## src/rtl/sram_port_arbiter.sv

```systemverilog
// Two-requester arbiter and strobe sequencer for the external async SRAM.
// Each grant runs one fixed-length read or write cycle: SETUP, WAIT_CYCLES of ACCESS, then DONE with an ack.
module sram_port_arbiter #(
    parameter int WAIT_CYCLES = 2,
    parameter int ADDR_W      = 20,
    parameter int DATA_W      = 16
) (
    input  logic              Clk,
    input  logic              Reset,
    input  logic              cpu_req,
    input  logic              cpu_we,
    input  logic [ADDR_W-1:0] cpu_addr,
    input  logic [DATA_W-1:0] cpu_wdata,
    output logic              cpu_ack,
    output logic [DATA_W-1:0] cpu_rdata,
    input  logic              dbg_req,
    input  logic              dbg_we,
    input  logic [ADDR_W-1:0] dbg_addr,
    input  logic [DATA_W-1:0] dbg_wdata,
    output logic              dbg_ack,
    output logic [DATA_W-1:0] dbg_rdata,
    output logic              Mem_CE,
    output logic              Mem_UB,
    output logic              Mem_LB,
    output logic              Mem_OE,
    output logic              Mem_WE,
    output logic [ADDR_W-1:0] ADDR,
    output logic [DATA_W-1:0] Data_out,
    output logic              data_oe,
    input  logic [DATA_W-1:0] Data_in,
    output logic              busy,
    output logic              owner
);

    typedef enum logic [1:0] {S_IDLE, S_SETUP, S_ACCESS, S_DONE} state_t;

    state_t      r_state;
    logic [3:0]  r_cnt;
    logic        r_we;

    logic              w_any_req;
    logic              w_pick_dbg;
    logic              w_we;
    logic [ADDR_W-1:0] w_addr;
    logic [DATA_W-1:0] w_wdata;

    // Contention goes to whoever did not win last time.
    assign w_any_req  = cpu_req | dbg_req;
    assign w_pick_dbg = dbg_req & (~cpu_req | ~owner);
    assign w_we       = w_pick_dbg ? dbg_we    : cpu_we;
    assign w_addr     = w_pick_dbg ? dbg_addr  : cpu_addr;
    assign w_wdata    = w_pick_dbg ? dbg_wdata : cpu_wdata;

    always_ff @(posedge Clk or negedge Reset) begin
        if (!Reset) begin
            r_state   <= S_IDLE;
            r_cnt     <= '0;
            r_we      <= 1'b0;
            Mem_CE    <= 1'b1;
            Mem_UB    <= 1'b1;
            Mem_LB    <= 1'b1;
            Mem_OE    <= 1'b1;
            Mem_WE    <= 1'b1;
            ADDR      <= '0;
            Data_out  <= '0;
            data_oe   <= 1'b0;
            cpu_ack   <= 1'b0;
            dbg_ack   <= 1'b0;
            cpu_rdata <= '0;
            dbg_rdata <= '0;
            busy      <= 1'b0;
            owner     <= 1'b1;
        end else begin
            cpu_ack <= 1'b0;
            dbg_ack <= 1'b0;
            case (r_state)
                S_IDLE: begin
                    if (w_any_req) begin
                        owner    <= w_pick_dbg;
                        r_we     <= w_we;
                        ADDR     <= w_addr;
                        Data_out <= w_wdata;
                        data_oe  <= w_we;
                        Mem_CE   <= 1'b0;
                        Mem_UB   <= 1'b0;
                        Mem_LB   <= 1'b0;
                        busy     <= 1'b1;
                        r_state  <= S_SETUP;
                    end
                end
                S_SETUP: begin
                    r_cnt   <= 4'(WAIT_CYCLES - 1);
                    Mem_OE  <= r_we;
                    Mem_WE  <= ~r_we;
                    r_state <= S_ACCESS;
                end
                S_ACCESS: begin
                    if (r_cnt == 4'd0) begin
                        Mem_OE <= 1'b1;
                        Mem_WE <= 1'b1;
                        // Read data is captured while OE is still low.
                        if (!r_we && !owner) cpu_rdata <= Data_in;
                        if (!r_we &&  owner) dbg_rdata <= Data_in;
                        cpu_ack <= ~owner;
                        dbg_ack <= owner;
                        r_state <= S_DONE;
                    end else begin
                        r_cnt <= r_cnt - 4'd1;
                    end
                end
                S_DONE: begin
                    // CE, ADDR and Data_out were held through DONE for hold time.
                    Mem_CE  <= 1'b1;
                    Mem_UB  <= 1'b1;
                    Mem_LB  <= 1'b1;
                    data_oe <= 1'b0;
                    busy    <= 1'b0;
                    r_state <= S_IDLE;
                end
            endcase
        end
    end

endmodule

```

## config.mk

```make
export PLATFORM = sky130hd
export DESIGN_NAME = sram_port_arbiter
export DESIGN_NICKNAME = d
export VERILOG_FILES = /design/src/rtl/sram_port_arbiter.sv
export SDC_FILE = /design/constraint.sdc
export NUM_CORES = 1
export LEC_CHECK = 0
export CORE_MARGIN = 2
export CORE_UTILIZATION = 66
export DETAILED_ROUTE_END_ITERATION = 10
export DONT_BUFFER_PORTS = 1
export HOLD_SLACK_MARGIN = 0.02
export PLACE_DENSITY = 0.82
export SETUP_SLACK_MARGIN = 0.1
export SLEW_MARGIN = 25
export SYNTH_ARGS = -nofsm -noshare
export SYNTH_HDL_FRONTEND = slang
export SYNTH_SLANG_ARGS = --single-unit
```

## constraint.sdc

```tcl
create_clock -name Clk -period 5.2 [get_ports Clk]
set_clock_uncertainty 0.1 [all_clocks]
set_input_delay 0.78 -clock Clk [delete_from_list [all_inputs] [get_ports Clk]]
set_output_delay 0.78 -clock Clk [all_outputs]
set_load 0.05 [all_outputs]
```

After elaboration in Yosys (flattened, before gate mapping) --
Index checks and enable logic that the tools add are counted.
Storage, ports and cells: bits in registers 83, input bits 94, output and inout bits 78, logic and storage cells 64
Cells by class: add/subtract/negate cells 1, eq/ne operators 6, muxes and demuxes 21, bitwise operators 6, reductions and logical operators 15
Operator list (number):
- $mux 20 | 1
- $mux 16 | 1
- $pmux 1 s2 | 5
- $reduce_and 2->1 | 5
- $mux 1 | 9
- $pmux 2 s4 | 1
- $pmux 4 s2 | 1
- $ne 2x2->1 const B | 3
- $reduce_and 3->1 | 2
- $eq 2x2->1 const B | 2
- $logic_not 4->1 | 1
- $mux 2 | 2
- $mux 4 | 1
- $reduce_bool 2->1 | 2
- $sub 4x1->4 const B | 1
- $not 1->1 | 3
- $eq 2x1->1 const B | 1
- $logic_and 1x1->1 | 2
- $logic_not 1->1 | 2
- $logic_not 2->1 | 1
- $or 1x1->1 | 2
- $and 1x1->1 | 1

Logic depth before layout (Yosys ltp) --
Gate-level depths: netlist (run 1).
depth in word-level cells 6, mapped depth 7, depth with buffers taken out 5

Worst setup path before layout (run 1) --
No wires, ideal clock.
path type register -> register, from register r_state[0], to register cpu_rdata[0], library setup time 0.125 ns, arrival time 1.828 ns, data required time 4.975 ns, slack 3.147 ns, stages on the path, launching flop included 8, path buffers 2, clock period less this slack 2.053 ns, cells stage by stage dfrtp_1 > inv_1 > ha_1 > nand4bb_4 > or3_1 > buf_6 > buf_12 > mux2_4
On the way: word-level cells in the longest chain between the ends 2
Ends and longest elaborated chain:
- start: declaration | line 37 | state_t r_state;
- start signal: assignment | line 56 | r_state <= S_IDLE;
- start signal: assignment | line 88 | r_state <= S_SETUP;
- start signal: assignment | line 95 | r_state <= S_ACCESS;
- $eq 2x2->1 | line 76 | case (r_state)
- $reduce_and 3->1 (no source line)
- end signal: assignment | line 102 | if (!r_we && !owner) cpu_rdata <= Data_in;
- end: declaration | line 15 | output logic [DATA_W-1:0] cpu_rdata,
No other way between the ends. A chain may end at the register's enable or synchronous reset.

Worst setup path after layout (run 1) --
from register r_state[0], to register cpu_rdata[3]
Same word-level chain as after synthesis.

==> results of run 1 <==
-- cells in the mapped netlist, types with 2 or more instances --
cell	n
nor3b_1	2
nand2_1	46
nor2_1	3
inv_1	6
a21oi_1	2
or3_1	2
buf_4	2
o21ai_0	43
nor3_1	2
buf_6	2
mux2i_1	40
nand3_1	2
buf_2	4
dfstp_2	4
mux2_2	14
dfrtp_1	79
buf_12	2
clkbuf_1	9
ha_1	6
mux2_4	20
-- state kept, by name, summed over array words and instances (netlist names) --
| register | cells |
|---|---|
| owner | 1 |
| r_cnt | 4 |
| Mem_WE | 1 |
| data_oe | 1 |
| dbg_ack | 1 |
| Data_out | 16 |
| ADDR | 20 |
| busy | 1 |
| Mem_LB | 1 |
| r_we | 1 |
| r_state | 2 |
| cpu_rdata | 16 |
| cpu_ack | 1 |
| Mem_OE | 1 |
| dbg_rdata | 16 |
-- how the worst max path moves through the flow --
stage	start	endpoint	depth (start not counted)
2_1_floorplan	r_state[0]	cpu_rdata[0]	7
3_3_place_gp	dbg_req	ADDR[1]	3
3_5_place_dp	r_state[0]	cpu_rdata[3]	5
4_1_cts	r_state[0]	cpu_rdata[0]	5
5_1_grt	r_state[0]	cpu_rdata[0]	5
6_report	r_state[0]	cpu_rdata[3]	5
-- layer usage --
| layer | vias up | part of all wire (%) | track usage, % |
|---|---|---|---|
| li1 | 1025 | - | - |
| met1 | 1044 | 40 | 27.55 |
| met2 | 120 | 48 | 34.83 |
| met3 | 5 | 11 | 9.432 |
| met4 | 0 | 0.98 | 8.621 |
| met5 | - | 0 | 0 |
-- cell families (layout without fill, tap and decap cells) --
family | Yosys count | count (layout)
and+or+nand+nor | 61 | 61
DFF | 83 | 83
muxes | 74 | 74
buffers and inverters | 25 | 26
AOI/OAI and AO/OA | 51 | 51
adders and majority gates | 6 | 6
-- worst max-delay path, stage by stage (launching register included) --
cell,delay [ps]
dfrtp_1,410
inv_1,120
ha_1,340
nand4bb_4,170
or3_1,730
mux2_4,450
-- stage by stage --
stage,util [%],area (sq um)
2_1_floorplan,-,3729
6_report,72.25,3954
3_5_place_dp,67.83,3712
5_1_grt,72.25,3954
3_3_place_gp,67.72,3706
4_1_cts,71.38,3906
-- area by class of cell --
cell class	instances	area share, %
clock buffer	11	3.576
clock inverter	5	1.329
inverter	6	0.5696
multi-input combinational	192	38.20
sequential	83	52.66
tap	72	2.278
timing repair buffer	4	1.392
==> results.py, run 1 <==
metrics = {
    "layout": {
        "fillers": 375,
        "multi_input_area_sq_um": 1510,
        "mostFrequentLayoutCell": "dfrtp_1",
        "ff_latch_area_sq_um": 2082,
        "nets": 396,
        "mostFrequentLayoutCells": "79 x dfrtp_1, 46 x nand2_1, 42 x o21ai_0",
        "drive_above_1_share_pct": 19.93,
        "area_growth_pct": 6.040,
        "n_antenna_cell": 0,
        "instances_no_fill": 373,
    },
    "die": {
        "die_x_um": 79.16,
        "die_area_sq_um": 6266,
        "core_area_sq_um": 5473,
        "placementRows": 27,
        "chipHeight_um": 79.16,
        "initial_core_util_pct": 68.13,
        "ios": 172,
    },
    "global_routing": {
        "grt_remaining_overflow": 0,
        "grt_first_pass_wirelength_um": 10550,
        "grt_max_degree": 84,
        "antenna_found_initial": 0,
        "grt_util_all_layers_pct": 22.26,
        "grt_pass1_vias": 2123,
    },
    "setup_path": {
        "r2r-start": "r_state[0]",
        "r2r_end": "cpu_rdata[3]",
        "r2r_slack_ps": 2760,
        "cp.required_ps": 5320,
        "start_kind": "flop",
        "path_class": "reg -> reg",
        "critPathMaxFanout": 16,
        "r2r_cells": 5,
        "worstPathArrival_ps": 2560,
        "end_kind": "flop",
    },
    "clock_network": {
        "cts_buffer_depth": 2,
        "clock-root-buffer": "clkbuf_8",
        "cts_resized": 0,
        "ctsHoldBuffers": 0,
        "clock_sinks": 83,
        "htree_num_levels": 3,
        "post_cts_buffers": 0,
        "clkLatencyLatePin_ps": 340,
        "cts_buffers": 9,
        "path_clk_slew_ps": 80,
        "cts_tree": "built",
    },
    "placement": {
        "dp_hpwl_um": 5209,
        "globalplace.congestion": 0.7794,
        "dp.cells": 354,
        "port_buffers": 0,
        "preCtsSetupSlack_ps": 2767,
    },
    "timing": {
        "fmax_ghz": 0.4099,
        "finalHoldViolations": 0,
        "setup_violations": 0,
        "timing.final.crit_share_pct": 46.91,
        "worstMarginPinSlew_ps": 937.9,
        "slew_headroom_pct": 37.47,
        "setup_tns_ps": 0,
        "rsz0062_at_grt": "false",
        "postLayoutSetupSlackWorst_ps": 2760,
        "period_minus_slack_ps": 2440,
        "drv_slew": 0,
        "whs_ps": 33.53,
    },
    "route": {
        "vias_per_cell": 5.882,
        "drt-wirelength-per-cell_um": 20.18,
        "drtAntennaViolNets": 0,
        "first_pass_iters": 4,
        "drtIter0Drc": 95,
        "drc": 0,
        "wl_um": 7527,
        "route.vias.total": 2194,
    },
    "yosys": {
        "ys_top_cells_by_area": "dfrtp_1 53%, mux2i_1 11%, mux2_4 8.1%, o21ai_0 5.8%, nand2_1 4.6%",
        "yosys.area.top_type_share_pct": 53.02,
        "synth_fp_nets": 400,
        "ys_seq_elements": 83,
        "synth_xor_area_share_pct": 0,
        "synth-compound-area-share_pct": 7.416,
        "muxShareOfSynthArea_pct": 23.02,
        "async_reset_ff_share_pct": 100.0,
        "synthFlopType": "dfrtp_1",
        "avgSynthCellArea_sq_um": 12.43,
        "synth_edf_count": 0,
        "syn_area_sq_um": 3729,
        "synth_top_cell_by_area": "dfrtp_1",
        "synth_top_family_by_area": "multiplexers",
        "synthAdderAreaFrac_pct": 2.013,
        "synthSimpleGateAreaFrac_pct": 7.584,
        "synth_cell_types": 30,
        "yosysSeqAreaShare_pct": 55.84,
        "netlist_instances": 300,
        "ys_warn_count": 0,
    },
    "worst_hold_path": {
        "hold_path.class": "in -> async",
    },
    "job": {
        "max_cap_violations": 0,
    },
    "outcome": {
        "status": "complete, no violations",
    },
}
Power of run 1 is not shown: default switching activity piles up to over one toggle a cycle in this logic, so the estimate is an artifact.
==> run 2, diff against run 1 <==
Settings changed: CORE_UTILIZATION 66 to 57, PLACE_DENSITY 0.82 to 0.75.
Clock period 5.2 ns to 2.2 ns, I/O delays scaled along.
==> run 2 against run 1 <==
Against the previous run:
- the flow now finishes with violations (negative hold slack)
- highest routed layer unchanged
- non-clock buffer count grew 25
- final cell count grew 8.0%
- via count grew 3.6%
==> results.py, run 2 (synthesis results as in run 1) <==
metrics = {
    "outcome": {
        "status": "finished with violations",
        "violations": "negative hold slack",
    },
    "placement": {
        "port_buffers": 0,
        "dp_hpwl_um": 5098,
        "preCtsSetupSlack_ps": 179.1,
        "globalplace.congestion": 0.7605,
    },
    "die": {
        "chipHeight_um": 84.88,
        "ios": 172,
        "initial_core_util_pct": 58.72,
        "core_area_sq_um": 6350,
        "die_x_um": 84.88,
        "die_area_sq_um": 7205,
        "placementRows": 29,
    },
    "timing": {
        "period_minus_slack_ps": 2035,
        "rsz0062_at_grt": "false",
        "setup_violations": 0,
        "postLayoutSetupSlackWorst_ps": 164.8,
        "finalHoldViolations": 83,
        "slew_headroom_pct": 65.99,
        "whs_ps": -428.8,
        "drv_slew": 0,
        "timing.final.crit_share_pct": 92.51,
        "fmax_ghz": 0.4914,
        "setup_tns_ps": 0,
        "worstMarginPinSlew_ps": 510.2,
    },
    "clock_network": {
        "cts_buffers": 9,
        "htree_num_levels": 3,
        "path_clk_slew_ps": 80,
        "clock_sinks": 83,
        "cts_tree": "built",
        "clkLatencyLatePin_ps": 340,
        "cts_buffer_depth": 2,
        "clock-root-buffer": "clkbuf_8",
    },
    "route": {
        "drc": 0,
        "route.vias.total": 2273,
        "dr_wl_met3_um": 763,
        "highest_layer": "met4",
        "drtAntennaViolNets": 0,
        "drtIter0Drc": 81,
        "wirelength_met1_um": 2846,
        "wl_um": 7339,
        "wl_met2_um": 3606,
        "vias_per_cell": 5.640,
        "drt-wirelength-per-cell_um": 18.21,
        "first_pass_iters": 4,
    },
    "global_routing": {
        "grt_util_all_layers_pct": 20.56,
        "grt_first_pass_wirelength_um": 11510,
        "grt_pass1_vias": 2347,
        "grt_remaining_overflow": 0,
        "grt_max_degree": 84,
        "antenna_found_initial": 0,
    },
    "layout": {
        "nets": 421,
        "regMostFlops": "ADDR",
        "n_antenna_cell": 0,
        "area_growth_pct": 12.25,
        "mostFrequentLayoutCells": "79 x dfrtp_1, 46 x nand2_1, 42 x o21ai_0",
        "ff_latch_area_sq_um": 2082,
        "largest_register_ffs": 20,
        "mostFrequentLayoutCell": "dfrtp_1",
        "drive_above_1_share_pct": 20.55,
        "multi_input_area_sq_um": 1504,
        "fillers": 474,
        "fin_util_pct": 65.91,
    },
    "setup_path": {
        "path_class": "reg -> reg",
        "worstPathArrival_ps": 2170,
        "cp.required_ps": 2330,
        "start_kind": "flop",
        "critPathMaxFanout": 4,
        "critPathMaxStageDelay_ps": 500,
        "cp_slowest_cell": "or3b_2",
        "crit_chain": "inv_1, ha_1, or3b_2, a21oi_1, mux2_2",
        "end_kind": "flop",
    },
    "worst_hold_path": {
        "hold_path.class": "in -> async",
    },
    "job": {
        "max_cap_violations": 0,
    },
}
run 2: cell type report:
cell class | count | area share, %
Clock inverter | 4 | 0.5979
Tap cell | 77 | 2.302
Timing Repair Buffer | 29 | 7.175
Sequential cell | 83 | 49.75
Multi-Input combinational cell | 192 | 35.93
Inverter | 6 | 0.5381
Clock buffer | 12 | 3.707
run 2: what timing repair did:
action,CTS,global route
hold buffers,15,5
endpoints found under the hold margin,103,88
buffers inserted,0,0
resized for setup,0,0
run 2: path summary, 6_finish.rpt:
check                                to  depth (start not counted)  slack, ps  startpoint
hold reg to reg                r_cnt[3]                          1        450    r_cnt[3]
max in group asynchronous        Mem_LB                          0       2210       Reset
setup reg to reg             r_state[1]                          5        160    r_cnt[0]
min in group Clk           dbg_rdata[7]                          1         40  Data_in[7]
setup / recovery             r_state[1]                          5        160    r_cnt[0]
hold / removal             cpu_rdata[0]                          0       -430       Reset
run 2: worst max-delay path, delay by kind of cell (launching register included):
family,cells,cell delay [ps]
AOI/OAI and AO/OA,1,220
adders and majority gates,1,260
and+or+nand+nor,1,500
DFF,1,390
buffers and inverters,1,110
muxes,1,350
run 2: metal layers:
layer,GRT usage [%],up-vias
met4,9.091,0
met3,7.782,11
li1,-,1073
met1,24.30,1064
met2,33.64,125
met5,0,-
run 2: through the flow:
step | std cells | area [sq um]
final | 403 | 4185
after global routing | 403 | 4185
after CTS | 397 | 4108
after detailed placement | 366 | 3777
after global placement | 366 | 3777
after floorplan | 300 | 3729
Power of run 2 is left out for the same reason.
==> run 3, diff against run 2 <==
Settings changed: CELL_PAD_IN_SITES_DETAIL_PLACEMENT set to 0, CELL_PAD_IN_SITES_GLOBAL_PLACEMENT set to 1, CORE_UTILIZATION 57 to 43, SKIP_LAST_GASP set to 1.
==> run 3 against run 2 <==
Against the previous run:
- cell area rose by 0.93%
- non-clock buffer count increased by 3
- register-to-register slack better by 20 ps
- the run still ends with negative hold slack left
- sequential cell count stayed put
- worst setup slack gained 18 ps
- sequential share of layout area is 0.46 points lower
- fmax is 0.91% higher
- count of clock-buffer cells in the layout did not move
- routed wire length is 3.9% higher
- critical path depth increased by 1
- first-iteration DRC count up 17%
- die area rose by 31%
==> results.py, run 3 (synthesis results as in run 1) <==
metrics = {
    "layout": {
        "mostFrequentLayoutCells": "79 x dfrtp_1, 46 x nand2_1, 42 x o21ai_0",
        "area_growth_pct": 13.29,
        "nets": 424,
        "drive_above_1_share_pct": 20.97,
        "largest_register_ffs": 20,
        "fillers": 702,
        "n_antenna_cell": 0,
        "mostFrequentLayoutCell": "dfrtp_1",
        "regMostFlops": "ADDR",
    },
    "placement": {
        "port_buffers": 0,
        "dp_hpwl_um": 5189,
        "globalplace.congestion": 0.7561,
    },
    "route": {
        "drt-wirelength-per-cell_um": 17.56,
        "wl_um": 7622,
        "first_pass_iters": 4,
        "route.vias.total": 2299,
        "drtIter0Drc": 95,
        "drc": 0,
        "drtAntennaViolNets": 0,
        "vias_per_cell": 5.297,
    },
    "timing": {
        "worstMarginPinSlew_ps": 732.9,
        "period_minus_slack_ps": 2017,
        "setup_tns_ps": 0,
        "timing.final.crit_share_pct": 91.67,
        "slew_headroom_pct": 50.95,
        "whs_ps": -420.1,
        "finalHoldViolations": 83,
        "setup_violations": 0,
        "rsz0062_at_grt": "false",
        "drv_slew": 0,
        "fmax_ghz": 0.4958,
    },
    "die": {
        "core_area_sq_um": 8299,
        "placementRows": 33,
        "initial_core_util_pct": 44.93,
        "die_area_sq_um": 9432,
        "die_x_um": 97.12,
        "ios": 172,
        "chipHeight_um": 97.12,
    },
    "job": {
        "max_cap_violations": 0,
    },
    "setup_path": {
        "start_kind": "flop",
        "path_class": "reg -> reg",
        "cp.required_ps": 2330,
        "r2r-start": "r_state[0]",
        "end_kind": "flop",
        "worstPathArrival_ps": 2140,
        "crit_start": "r_state[0]",
        "critPathMaxFanout": 16,
    },
    "clock_network": {
        "clkLatencyLatePin_ps": 340,
        "htree_num_levels": 3,
        "clock_sinks": 83,
        "cts_tree": "built",
        "cts_buffers": 9,
        "post_cts_buffers": 0,
        "clock-root-buffer": "clkbuf_8",
        "cts_buffer_depth": 2,
        "path_clk_slew_ps": 80,
    },
    "global_routing": {
        "grt_first_pass_wirelength_um": 12200,
        "grt_busiest_layer": "met2",
        "grt_pass1_vias": 2384,
        "globalRouteMet2Util_pct": 25.64,
        "met1_usage_pct": 20.06,
        "antenna_found_initial": 0,
        "grt_max_degree": 84,
        "use_met3_pct": 6.835,
        "grt_remaining_overflow": 0,
        "grt_util_all_layers_pct": 16.25,
    },
    "outcome": {
        "status": "finished with violations",
        "violations": "negative hold slack",
    },
    "worst_hold_path": {
        "hold_path.class": "in -> async",
    },
}
## run 3: cell count changes in the layout (fill, tap and decap cells not counted), sizes merged
| cell | before | now |
|---|---|---|
| clkinv | 2 | 3 |
| clkinvlp | 2 | 1 |
| dlygate4sd3 | 20 | 22 |
| buf | 9 | 10 |
## run 3: metrics by stage
step | worst slack [ps] | hold WS (ps) | std cells | util [%] | area [sq um]
final | 183.3 | -420.1 | 434 | 50.90 | 4224
after floorplan | 147.1 | -65.59 | 300 | - | 3729
after CTS | 164.1 | -444.9 | 427 | 49.99 | 4149
after global placement | 244.0 | -63.91 | 396 | 46.12 | 3827
after detailed placement | 180.4 | -63.97 | 396 | 46.12 | 3827
after global routing | 101.0 | -454.9 | 434 | 50.90 | 4224
## run 3: worst max-delay path, cell delays in order, from the launching register on
cell	delay (ps)
dfrtp_1	420
inv_1	130
ha_2	230
nand4bb_4	150
or3_1	320
buf_4	230
mux2_4	320
## run 3: final cells by class
type	instances	area (sq um)	area share, %
Inverter	6	22.52	0.5332
Clock inverter	4	26.28	0.6220
Timing Repair Buffer	32	307.8	7.287
Multi-Input combinational cell	192	1509	35.72
Sequential cell	83	2082	49.29
Tap cell	105	131.4	3.110
Clock buffer	12	145.1	3.436
## run 3: path summary, 6_finish.rpt
path	endpoint	slack (ps)	cells after the start
worst max-delay path	cpu_rdata[3]	180	6
worst min-delay path	cpu_rdata[0]	-420	0
worst max register to register	cpu_rdata[3]	180	6
worst min register to register	dbg_ack	430	2
max in group asynchronous	Mem_LB	2220	0
min in group Clk	dbg_rdata[2]	40	1
## run 3: what timing repair did
action                                 4_1_cts  5_1_grt
setup endpoints to repair                    0       12
endpoints found under the hold margin      103       91
hold buffers                                15        7
gates resized for setup                      0        2
## run 3: per-layer routing
layer | vias up | share of wire (%)
met3 | 13 | 11
met1 | 1074 | 41
met2 | 134 | 47
met5 | - | 0
met4 | 0 | 1.6
li1 | 1078 | -
Power of run 3 is left out for the same reason.
